File: config.mk
export PLATFORM = sky130hd
export DESIGN_NAME = regfile_sweep_bank
export DESIGN_NICKNAME = d
export VERILOG_FILES = /design/src/rtl/regfile_sweep_bank.sv
export SDC_FILE = /design/constraint.sdc
export NUM_CORES = 1
export LEC_CHECK = 0
export ABC_AREA = 1
export BUFFER_PORTS_ARGS = -buffer_cell sky130_fd_sc_hd__clkbuf_2
export CAP_MARGIN = 5
export CORE_MARGIN = 4
export CORE_UTILIZATION = 60
export DETAILED_ROUTE_END_ITERATION = 8
export PLACE_DENSITY = 0.79
export SLEW_MARGIN = 30
export SYNTH_ARGS = -nofsm -noshare
export SYNTH_HDL_FRONTEND = slang
export SYNTH_SLANG_ARGS = --single-unit
File: constraint.sdc
create_clock -name clk -period 3.1 [get_ports clk]
set_clock_uncertainty 0.1 [all_clocks]
set_input_delay 0.31 -clock clk [delete_from_list [all_inputs] [get_ports clk]]
set_output_delay 0.31 -clock clk [all_outputs]
set_load 0.05 [all_outputs]
File: src/rtl/regfile_sweep_bank.sv
// ============================================================================
// Module   : regfile_sweep_bank
// Function : parametrised register bank with one write port, two registered
//            read ports with write bypass, and a one-entry-per-cycle clear
//            sweep. Optional byte strobes: REGFILE_BYTE_STROBE_EN.
// Revision : 1.0 - initial release
// ============================================================================
`default_nettype none

module regfile_sweep_bank #(
  parameter int WIDTH = 32,
  parameter int DEPTH = 8,
  localparam int AW = $clog2(DEPTH)
) (
  input  logic             clk,
  input  logic             reset_n,
  input  logic             wr_en,
  input  logic [AW-1:0]    wr_addr,
  input  logic [WIDTH-1:0] wr_data,
`ifdef REGFILE_BYTE_STROBE_EN
  input  logic [WIDTH/8-1:0] wr_be,
`endif
  output logic             wr_ack,
  input  logic [AW-1:0]    rd0_addr,
  output logic [WIDTH-1:0] rd0_data,
  input  logic [AW-1:0]    rd1_addr,
  output logic [WIDTH-1:0] rd1_data,
  input  logic             clr_req,
  output logic             busy,
  output logic             clr_done
);

  typedef enum logic [1:0] {
    S_IDLE  = 2'd0,
    S_SWEEP = 2'd1,
    S_DONE  = 2'd2
  } state_t;

  localparam logic [AW-1:0] LAST_IDX = AW'(DEPTH - 1);

  state_t           state_q, state_d;
  logic [AW-1:0]    idx_q, idx_d;
  logic [WIDTH-1:0] mem_q [DEPTH];
  logic [WIDTH-1:0] mem_d [DEPTH];
  logic [WIDTH-1:0] rd0_q, rd0_d;
  logic [WIDTH-1:0] rd1_q, rd1_d;
  logic [WIDTH-1:0] wr_word;
  logic             sweep_clr;
  logic             wr_in_range, rd0_in_range, rd1_in_range;

  // DEPTH need not be a power of two, so addresses are range-checked.
  assign wr_in_range  = 32'(wr_addr)  < 32'(DEPTH);
  assign rd0_in_range = 32'(rd0_addr) < 32'(DEPTH);
  assign rd1_in_range = 32'(rd1_addr) < 32'(DEPTH);

  assign busy      = (state_q != S_IDLE);
  assign clr_done  = (state_q == S_DONE);
  assign sweep_clr = (state_q == S_SWEEP);
  assign wr_ack    = wr_en & ~busy & wr_in_range;

`ifdef REGFILE_BYTE_STROBE_EN
  // Merged word is both the stored value and the bypass value.
  always_comb begin
    wr_word = wr_in_range ? mem_q[wr_addr] : '0;
    for (int b = 0; b < WIDTH/8; b++) begin
      if (wr_be[b]) wr_word[8*b +: 8] = wr_data[8*b +: 8];
    end
  end
`else
  assign wr_word = wr_data;
`endif

  always_comb begin
    state_d = state_q;
    idx_d   = idx_q;
    case (state_q)
      S_IDLE:  if (clr_req) state_d = S_SWEEP;
      S_SWEEP: begin
        if (idx_q == LAST_IDX) begin
          state_d = S_DONE;
          idx_d   = '0;
        end else begin
          idx_d = idx_q + AW'(1);
        end
      end
      S_DONE:  state_d = S_IDLE;
      default: state_d = S_IDLE;
    endcase
  end

  // A write and a sweep clear never coincide: writes are refused while busy.
  always_comb begin
    for (int i = 0; i < DEPTH; i++) mem_d[i] = mem_q[i];
    if (wr_ack)    mem_d[wr_addr] = wr_word;
    if (sweep_clr) mem_d[idx_q]   = '0;
  end

  always_comb begin
    rd0_d = rd0_in_range ? mem_q[rd0_addr] : '0;
    if (!rd0_in_range)                         rd0_d = '0;
    else if (sweep_clr && (idx_q == rd0_addr)) rd0_d = '0;
    else if (wr_ack && (wr_addr == rd0_addr))  rd0_d = wr_word;

    rd1_d = rd1_in_range ? mem_q[rd1_addr] : '0;
    if (!rd1_in_range)                         rd1_d = '0;
    else if (sweep_clr && (idx_q == rd1_addr)) rd1_d = '0;
    else if (wr_ack && (wr_addr == rd1_addr))  rd1_d = wr_word;
  end

  always_ff @(posedge clk or negedge reset_n) begin
    if (!reset_n) begin
      state_q <= S_IDLE;
      idx_q   <= '0;
      rd0_q   <= '0;
      rd1_q   <= '0;
      for (int i = 0; i < DEPTH; i++) mem_q[i] <= '0;
    end else begin
      state_q <= state_d;
      idx_q   <= idx_d;
      rd0_q   <= rd0_d;
      rd1_q   <= rd1_d;
      for (int i = 0; i < DEPTH; i++) mem_q[i] <= mem_d[i];
    end
  end

  assign rd0_data = rd0_q;
  assign rd1_data = rd1_q;

endmodule

`default_nettype wire

### Word level (Yosys, flattened, before mapping)

Index checks and enable logic that the tools add are counted.
Widths: inputs -> output; s select.

| storage, ports and cells | value |
|---|---|
| register bits after elaboration | 325 |
| latch bits | 0 |
| memory bits (writable) | 0 |
| bits in read-only memories | 0 |
| bits of input ports | 45 |
| output and inout bits | 67 |
| logic and storage cells | 66 |
| memories | 0 |

| cells by class | value |
|---|---|
| $add $sub $neg | 1 |
| multiply operators | 0 |
| divide/modulo/power cells | 0 |
| order comparisons | 6 |
| eq/ne operators | 9 |
| shifts and indexed selects | 0 |
| muxes and demuxes | 21 |
| bitwise gates (word level) | 8 |
| reduce and logical (&&, ||, !) cells | 9 |

Operators by type and width:

| kind | number |
|---|---|
| $mux 256 | 2 |
| $mux 32 | 10 |
| $and 256x256->256 | 1 |
| $bwmux 256 | 1 |
| $not 256->256 | 1 |
| $bmux 32 s3 | 2 |
| $demux 32 s3 | 2 |
| $ge 4x4->1 const B | 4 |
| $not 3->4 | 4 |
| $eq 3x3->1 | 4 |
| $lt 4x1->1 const B | 2 |
| $logic_and 1x1->1 | 6 |
| $mux 2 | 2 |
| $pmux 2 s2 | 1 |
| $add 3x1->3 const B | 1 |
| $eq 3x3->1 const B | 1 |
| $mux 3 | 1 |
| $eq 2x1->1 const B | 1 |
| $eq 2x2->1 const B | 1 |
| $logic_not 2->1 | 1 |
| $ne 2x1->1 const B | 1 |
| $ne 2x2->1 const B | 1 |
| $reduce_and 2->1 | 1 |
| $reduce_bool 2->1 | 1 |
| other kinds (2) | 2 |

### Depth between registers and ports, before layout

Gate-level depths: netlist of run 1.

| depth | value |
|---|---|
| word-level depth | 9 |
| depth in mapped cells | 10 |
| mapped depth without buffers | 8 |

### Least setup slack after synthesis of run 1

No wires, ideal clock.

| path | value |
|---|---|
| kind | flip-flop to output port |
| start | register state_q[1] |
| end | output port clr_done |
| arrival time | 1.087 ns |
| data required time | 2.690 ns |
| slack | 1.603 ns |
| stages on the path, launching flop included | 3 |
| buffers on the path | 0 |
| path through | dfrtp_1 > inv_1 > nor2_1 |

| between the ends | value |
|---|---|
| longest elaborated chain between the ends | 1 |

Ends and longest elaborated chain:

| what | line | source |
|---|---|---|
| start, declared | 41 | `state_t state_q, state_d;` |
| start signal, assigned | 118 | `state_q <= state_d;` |
| $eq 2x2->1 | 57 | `assign clr_done = (state_q == S_DONE);` |
| end, declared | 30 | `output logic clr_done` |

No other way between the ends.

### Worst setup path in the final report of run 1

| path | value |
|---|---|
| start | register state_q[0] |
| end | register rd1_q[2] (netlist: rd1_data[2]) |

| between the ends | value |
|---|---|
| longest elaborated chain between the ends | 6 |
| elaborated cells between the ends (all ways) | 8 |
| those cells by class | eq/ne (1); mux (2); bitwise (2); reduce/logical (3) |

Ends and longest elaborated chain:

| what | line | source |
|---|---|---|
| $reduce_bool 2->1 | 56 | `assign busy = (state_q != S_IDLE);` |
| $not 1->1 | 59 | `assign wr_ack = wr_en & ~busy & wr_in_range;` |
| $and 1x1->1 | 59 |  |
| $logic_and 1x1->1 | 107 | `else if (wr_ack && (wr_addr == rd1_addr)) rd1_d = wr_word;` |
| $mux 32 | 107 |  |
| $mux 32 (*) | 106 | `else if (sweep_clr && (idx_q == rd1_addr)) rd1_d = '0;` |
| net rd1_d[2] | 46 | `logic [WIDTH-1:0] rd1_q, rd1_d;` |
| end signal, assigned | 121 | `rd1_q <= rd1_d;` |
| end, declared | 46 |  |

The timed path passes the listed nets; every way through them passes the cells marked *.
A chain may end at the register's enable or synchronous reset.

==> results.py, run 1 <==
metrics = {
    "setup_path": {
        "startpoint_type": "flip-flop",
        "path_cells": "nor2_4 > nand2_4 > nor2_4 > nand2_2 > inv_2 > nor2_1 > nor2_1",
        "end_kind": "flip-flop",
        "critical_path_class": "reg2reg",
        "worstPathArrival_ps": 2610,
        "critPathRequiredTime_ps": 3450,
        "slowest_delay_ps": 640,
        "cp_num_buf_inv": 1,
        "cp_max_fo": 20,
        "critPathTopFamily": "simple AND/OR/NAND/NOR gates",
        "critPathSlowestCell": "inv_2",
    },
    "finish": {
        "fillers": 2602,
        "antenna_cells": 0,
        "multiInputGateArea_mm2": 0.008821,
        "design_area_mm2": 0.01984,
        "drive_above_1_share": 0.08960,
        "syn_to_final_growth_pct": 8.549,
        "finalNetCount": 2727,
        "regArea_mm2": 0.008133,
    },
    "synthesis": {
        "yosysSeqAreaShare": 0.4449,
        "synth.largest_area_cell": "dfrtp_1",
        "syn_area_per_cell_um2": 6.841,
        "ys_types": 22,
        "synth_top_area_frac": 0.4449,
        "synth_area_leaders": "dfrtp_1, nand2_1, nor2_1, nand3_1, o21ai_0",
        "syn-cell-area_mm2": 0.01828,
        "ys_seq_elements": 325,
        "ys_warn_count": 0,
        "synthesis.instances": 2672,
        "syn_nets": 2719,
    },
    "timing": {
        "finalCritPeriodShare": 0.7287,
        "fmax_mhz": 442.7,
        "slew_headroom": 0.3122,
        "timing.hold.ws_ps": 99.20,
        "rsz0062_at_grt": "false",
        "worst_slew_pin_slew_ps": 1032,
        "slew_viol_final": 0,
        "timing.final.crit_period_ps": 2259,
        "tns_ps": 0,
        "setup_violations": 0,
        "hold_violations": 0,
    },
    "min_path": {
        "hold_class": "in2reg",
    },
    "floorplanning": {
        "die_h_um": 182.5,
        "dieWidth_um": 182.5,
        "rows": 63,
        "initial_core_util": 0.6119,
        "core_area_mm2": 0.02987,
        "dieArea_mm2": 0.03332,
        "pin_count": 112,
    },
    "global_route": {
        "overflow": 0,
        "grt_pass1_wl_mm": 103.2,
        "grt_max_degree": 78,
        "grt_use_total": 0.3916,
        "grt_pass1_vias": 18813,
        "grt_antenna_before_repair": 0,
    },
    "detailed_routing": {
        "drt_iter0_drc": 2778,
        "wl_per_cell_um": 21.45,
        "ant_nets": 0,
        "firstDrtPassIters": 6,
        "vias_per_cell": 6.232,
        "wl_mm": 66.31,
        "vias": 19262,
        "drc": 0,
    },
    "run": {
        "maxCapViolations": 0,
    },
    "clock_tree": {
        "clk_root_buffer_cell": "clkbuf_16",
        "clk_path_buf_depth": 3,
        "cts_buffers": 36,
        "cts.htree.levels": 2,
        "tritoncts": "yes",
        "cts.sinks": 325,
        "clock_latency_ps": 530,
        "cts.reportedPaths.clkPinSlew_ps": 70,
    },
    "placed_design": {
        "dp_hpwl_mm": 37.06,
        "gp_congestion": 0.9335,
        "placed_area_mm2": 0.01872,
        "port_buffers": 111,
    },
    "power": {
        "p_leak_nw": 10.01,
        "finalPower_mw": 18.57,
        "power_density_mw_per_mm2": 936.0,
        "ir_worst_vdd_v": 0.0007504,
    },
    "outcome": {
        "outcome": "completed",
    },
}
registers in the layout (all words and copies together) (netlist names):
signal / cells
idx_q: 3
mem_q: 256
rd0_data: 32
rd1_data: 32
state_q: 2
worst reg2reg max path, delay by kind of cell (launching register included):
kind	cells	cell delay [ps]
buffers and inverters	1	650
DFF	1	430
and+or+nand+nor	6	1000
placed cells by master (no fill, tap or decap), types with 4 or more instances in the layout:
cell type / count
clkbuf_8: 4
nand2_1: 702
clkbuf_16: 38
clkbuf_2: 108
nor2_1: 683
nand2_2: 4
dfrtp_1: 325
clkinv_2: 4
clkbuf_1: 9
inv_2: 14
buf_4: 46
nor2_4: 7
nand3_1: 426
o21ai_0: 259
inv_1: 44
buf_12: 7
metrics by stage:
stage               worst slack [ps]  instances  utilization
floorplan                       1603       2672            -
global placement               643.6       3030       0.6267
detailed placement             580.0       3030       0.6267
CTS                            917.9       3091       0.6642
global route                   783.0       3091       0.6642
finish                         841.0       3091       0.6642
final timing paths:
path,start,endpoint,slack [ps],depth (start not counted)
min in group asynchronous,reset_n,mem_q[60],240,2
worst max register to register,state_q[0],rd1_data[2],840,7
worst min register to register,mem_q[216],mem_q[216],430,2
worst min-delay path,wr_data[3],mem_q[35],100,3
max in group asynchronous,reset_n,mem_q[233],1780,3
worst max-delay path,state_q[0],rd1_data[2],840,7
Yosys cell counts, drive strengths merged:
library cell  number
nand3            426
nor3               2
inv               60
buf              145
a21oi              2
clkinv             1
dfrtp            325
o21ai            260
ha                 2
nand2            708
xor2               2
nor2             690
clkbuf            49
final cells by class:
cell class              instances  area share
multi-input cells            2092      0.4445
flip-flops and latches        325      0.4099
repair buffers                164     0.05347
clock buffers                  51     0.05240
well taps                     390     0.02459
inverters                      61     0.01204
clock inverters                 8    0.003090
layer usage:
metal | routed length (µm) | vias to the layer above | GRT usage | part of all wire
li1 | - | 8542 | - | -
met1 | 23740 | 8797 | 0.5065 | 0.36
met2 | 29210 | 1545 | 0.6036 | 0.44
met3 | 9015 | 378 | 0.09109 | 0.14
met4 | 4342 | 0 | 0.2312 | 0.065
met5 | 0 | - | 0 | 0
repair_timing:
item,in CTS,in global routing
buffers inserted,0,0
endpoints found under the hold margin,69,0
resized for setup,0,0
hold buffers,2,0
cell families after synthesis:
| logic type | after synthesis | synth area share |
|---|---|---|
| AOI/OAI and AO/OA | 262 | 0.07173 |
| and+or+nand+nor | 1826 | 0.4085 |
| adders and majority gates | 2 | 0.001369 |
| buffers and inverters | 255 | 0.07255 |
| DFF | 325 | 0.4449 |
| xor gates and xnor gates | 2 | 0.0009584 |
power by group:
part           total, mW  internal [mW]  leakage (nW)  switching [mW]
combinational       7.10           2.22          5.23            4.88
sequential          7.38           6.03          4.24            1.34
clock               4.09           2.34         0.539            1.76
total               18.6           10.6          10.0            7.98
Note: power is estimated with default switching activity, not from simulation.
==> run 2: changes to the inputs <==
ABC_AREA = 0   (was 1)
clock period = 2.3 ns   (was 3.1 ns; I/O delays follow)
==> run 2 against run 1 <==
Area after synthesis down 6.1%. Cell count down 27%. First-iteration DRC count down 26%. Synthesized cell count down 33%. Total power up 19%. Clock-buffer cell count down 6. Worst setup slack worse by 680 ps. Register-to-register slack worse by 680 ps. Largest power group unchanged.
==> results.py, run 2 <==
metrics = {
    "outcome": {
        "outcome": "completed",
    },
    "finish": {
        "final_cell_mix": "nand2_1, dfrtp_1, a21oi_1, mux2i_1, clkbuf_2",
        "regArea_mm2": 0.008133,
        "regMostFlops": "mem_q",
        "largest_register_ff_count": 256,
        "syn_to_final_growth_pct": 13.58,
        "design_area_mm2": 0.01949,
        "drive_above_1_share": 0.1735,
        "finalNetCount": 1913,
        "multiInputGateArea_mm2": 0.007935,
        "fillers": 2050,
        "antenna_cells": 0,
        "final_common_cell": "nand2_1",
    },
    "clock_tree": {
        "cts.sinks": 325,
        "post_cts_resized": 0,
        "cts_buffers": 35,
        "tritoncts": "yes",
        "cts.reportedPaths.clkPinSlew_ps": 60,
        "cts.htree.levels": 2,
        "clock_latency_ps": 530,
        "clk_root_buffer_cell": "clkbuf_16",
        "clk_path_buf_depth": 3,
    },
    "floorplanning": {
        "dieArea_mm2": 0.03136,
        "rows": 61,
        "dieWidth_um": 177.1,
        "die_h_um": 177.1,
        "core_area_mm2": 0.02801,
        "pin_count": 112,
        "initial_core_util": 0.6125,
    },
    "timing": {
        "worst_slew_pin_slew_ps": 926.1,
        "timing.hold.ws_ps": 27.33,
        "timing.final.crit_period_ps": 2135,
        "slew_headroom": 0.3826,
        "slew_viol_final": 0,
        "fmax_mhz": 468.4,
        "tns_ps": 0,
        "rsz0062_at_grt": "false",
        "finalCritPeriodShare": 0.9282,
        "setup_violations": 0,
        "hold_violations": 0,
    },
    "synthesis": {
        "ys_seq_elements": 325,
        "ys_async_sr_fraction": 1.000,
        "synth_common_cells": "nand2_1, dfrtp_1, a21oi_1, mux2i_1, buf_2",
        "ys_warn_count": 0,
        "ys_types": 35,
        "synthesis.instances": 1799,
        "synth.largest_area_cell": "dfrtp_1",
        "yosysSeqAreaShare": 0.4740,
        "syn_area_per_cell_um2": 9.537,
        "synth_area_leaders": "dfrtp_1, nand2_1, mux4_2, a21oi_1, mux2i_1",
        "synth_edf_count": 0,
        "synthFlopType": "dfrtp_1",
        "synth_top_area_frac": 0.4740,
        "synth_most_common_cell": "nand2_1",
        "syn-cell-area_mm2": 0.01716,
        "syn_nets": 1846,
    },
    "detailed_routing": {
        "vias_per_cell": 6.660,
        "drc": 0,
        "wl_mm": 55.07,
        "firstDrtPassIters": 7,
        "ant_nets": 0,
        "vias": 15111,
        "wl_per_cell_um": 24.27,
        "drt_iter0_drc": 2053,
    },
    "setup_path": {
        "critical_path_class": "reg2reg",
        "regToRegStartpoint": "state_q[0]",
        "critPathRequiredTime_ps": 2570,
        "reg2reg_to": "rd1_data[0]",
        "reg2reg_depth": 6,
        "startpoint_type": "flip-flop",
        "cp_max_fo": 16,
        "end_kind": "flip-flop",
        "worstPathArrival_ps": 2410,
        "cp-startpoint": "state_q[0]",
        "rrSetupSlack_ps": 170,
        "crit_end": "rd1_data[0]",
    },
    "power": {
        "power_density_mw_per_mm2": 1135,
        "ir_worst_vdd_v": 0.0008022,
        "p_leak_nw": 8.571,
    },
    "min_path": {
        "worstHoldPathCells": 3,
        "hold_class": "in2reg",
        "min_from": "wr_data[31]",
    },
    "global_route": {
        "grt_antenna_before_repair": 1,
        "overflow": 0,
        "grt_pass1_wl_mm": 85.68,
        "grt_max_degree": 78,
        "grt_pass1_vias": 15689,
        "grt_use_total": 0.3524,
    },
    "placed_design": {
        "port_buffers": 111,
        "gp_congestion": 0.8434,
        "placed_area_mm2": 0.01798,
        "dp_hpwl_mm": 31.68,
    },
    "run": {
        "maxCapViolations": 0,
    },
}
run 2: changes by cell type after synthesis, sizes merged, moves of 64 or more:
cell    delta
o21ai    -259
a211oi    +64
nand2    -190
mux4      +66
nor3      +65
mux2i    +127
nor2     -620
a21oi    +254
nand3    -422
run 2: cell type report:
class	count	area share
flip-flops and latches	325	0.4174
multi-input cells	1281	0.4072
inverters	1	0.0001926
clock inverters	17	0.01053
well taps	378	0.02427
repair buffers	222	0.09041
clock buffers	45	0.05002
run 2: logic make-up after synthesis:
group / share of synthesized area
xor gates and xnor gates: 0.006126
and+or+nand+nor: 0.1647
buffers and inverters: 0.06629
adders and majority gates: 0.001458
AOI/OAI and AO/OA: 0.1260
DFF: 0.4740
muxes: 0.1614
run 2: through the flow:
| step | setup slack, ps | std cells | power, mW | util |
|---|---|---|---|---|
| CTS | 251.9 | 2269 | 22.00 | 0.6957 |
| floorplan | 591.8 | 1799 | 13.79 | - |
| finish | 165.2 | 2269 | 22.12 | 0.6957 |
| global route | 82.61 | 2269 | 23.10 | 0.6957 |
| detailed placement | 253.2 | 2174 | 16.13 | 0.6418 |
| global placement | 271.3 | 2174 | 15.78 | 0.6418 |
run 2: timing repair:
item,CTS,global route
buffers inserted,0,0
hold endpoints to repair,319,0
hold buffers,33,0
run 2: report_power, final:
| group | internal (mW) | leakage [nW] | switching [mW] |
|---|---|---|---|
| clock | 3.46 | 0.582 | 2.34 |
| sequential | 7.50 | 4.46 | 1.38 |
| combinational | 2.73 | 3.53 | 4.72 |
| total | 13.7 | 8.57 | 8.43 |
run 2: worst max-delay path: stages (launching register included):
cell and delay (ps):
dfrtp_1 470, nor3b_2 200, buf_4 200, and4_1 250, buf_4 290, a211oi_1 80, nor3_1 390
run 2: routing by layer:
metal / share of wire / vias to the layer above / wire (µm) / track usage
met4: 0.047 / 2 / 2577 / 0.1686
met3: 0.13 / 264 / 7207 / 0.08951
li1: - / 6357 / - / -
met2: 0.47 / 1201 / 25900 / 0.5610
met5: 0.00035 / - / 19 / 0
met1: 0.35 / 7287 / 19370 / 0.4562
run 2: how the worst min path moves through the flow:
stage                            end  slack (ps)
final                     mem_q[127]          30
after global placement    state_q[1]         170
after detailed placement  state_q[1]         160
after global routing       mem_q[95]          30
after CTS                 mem_q[127]         0.6
after floorplan             idx_q[0]        -170
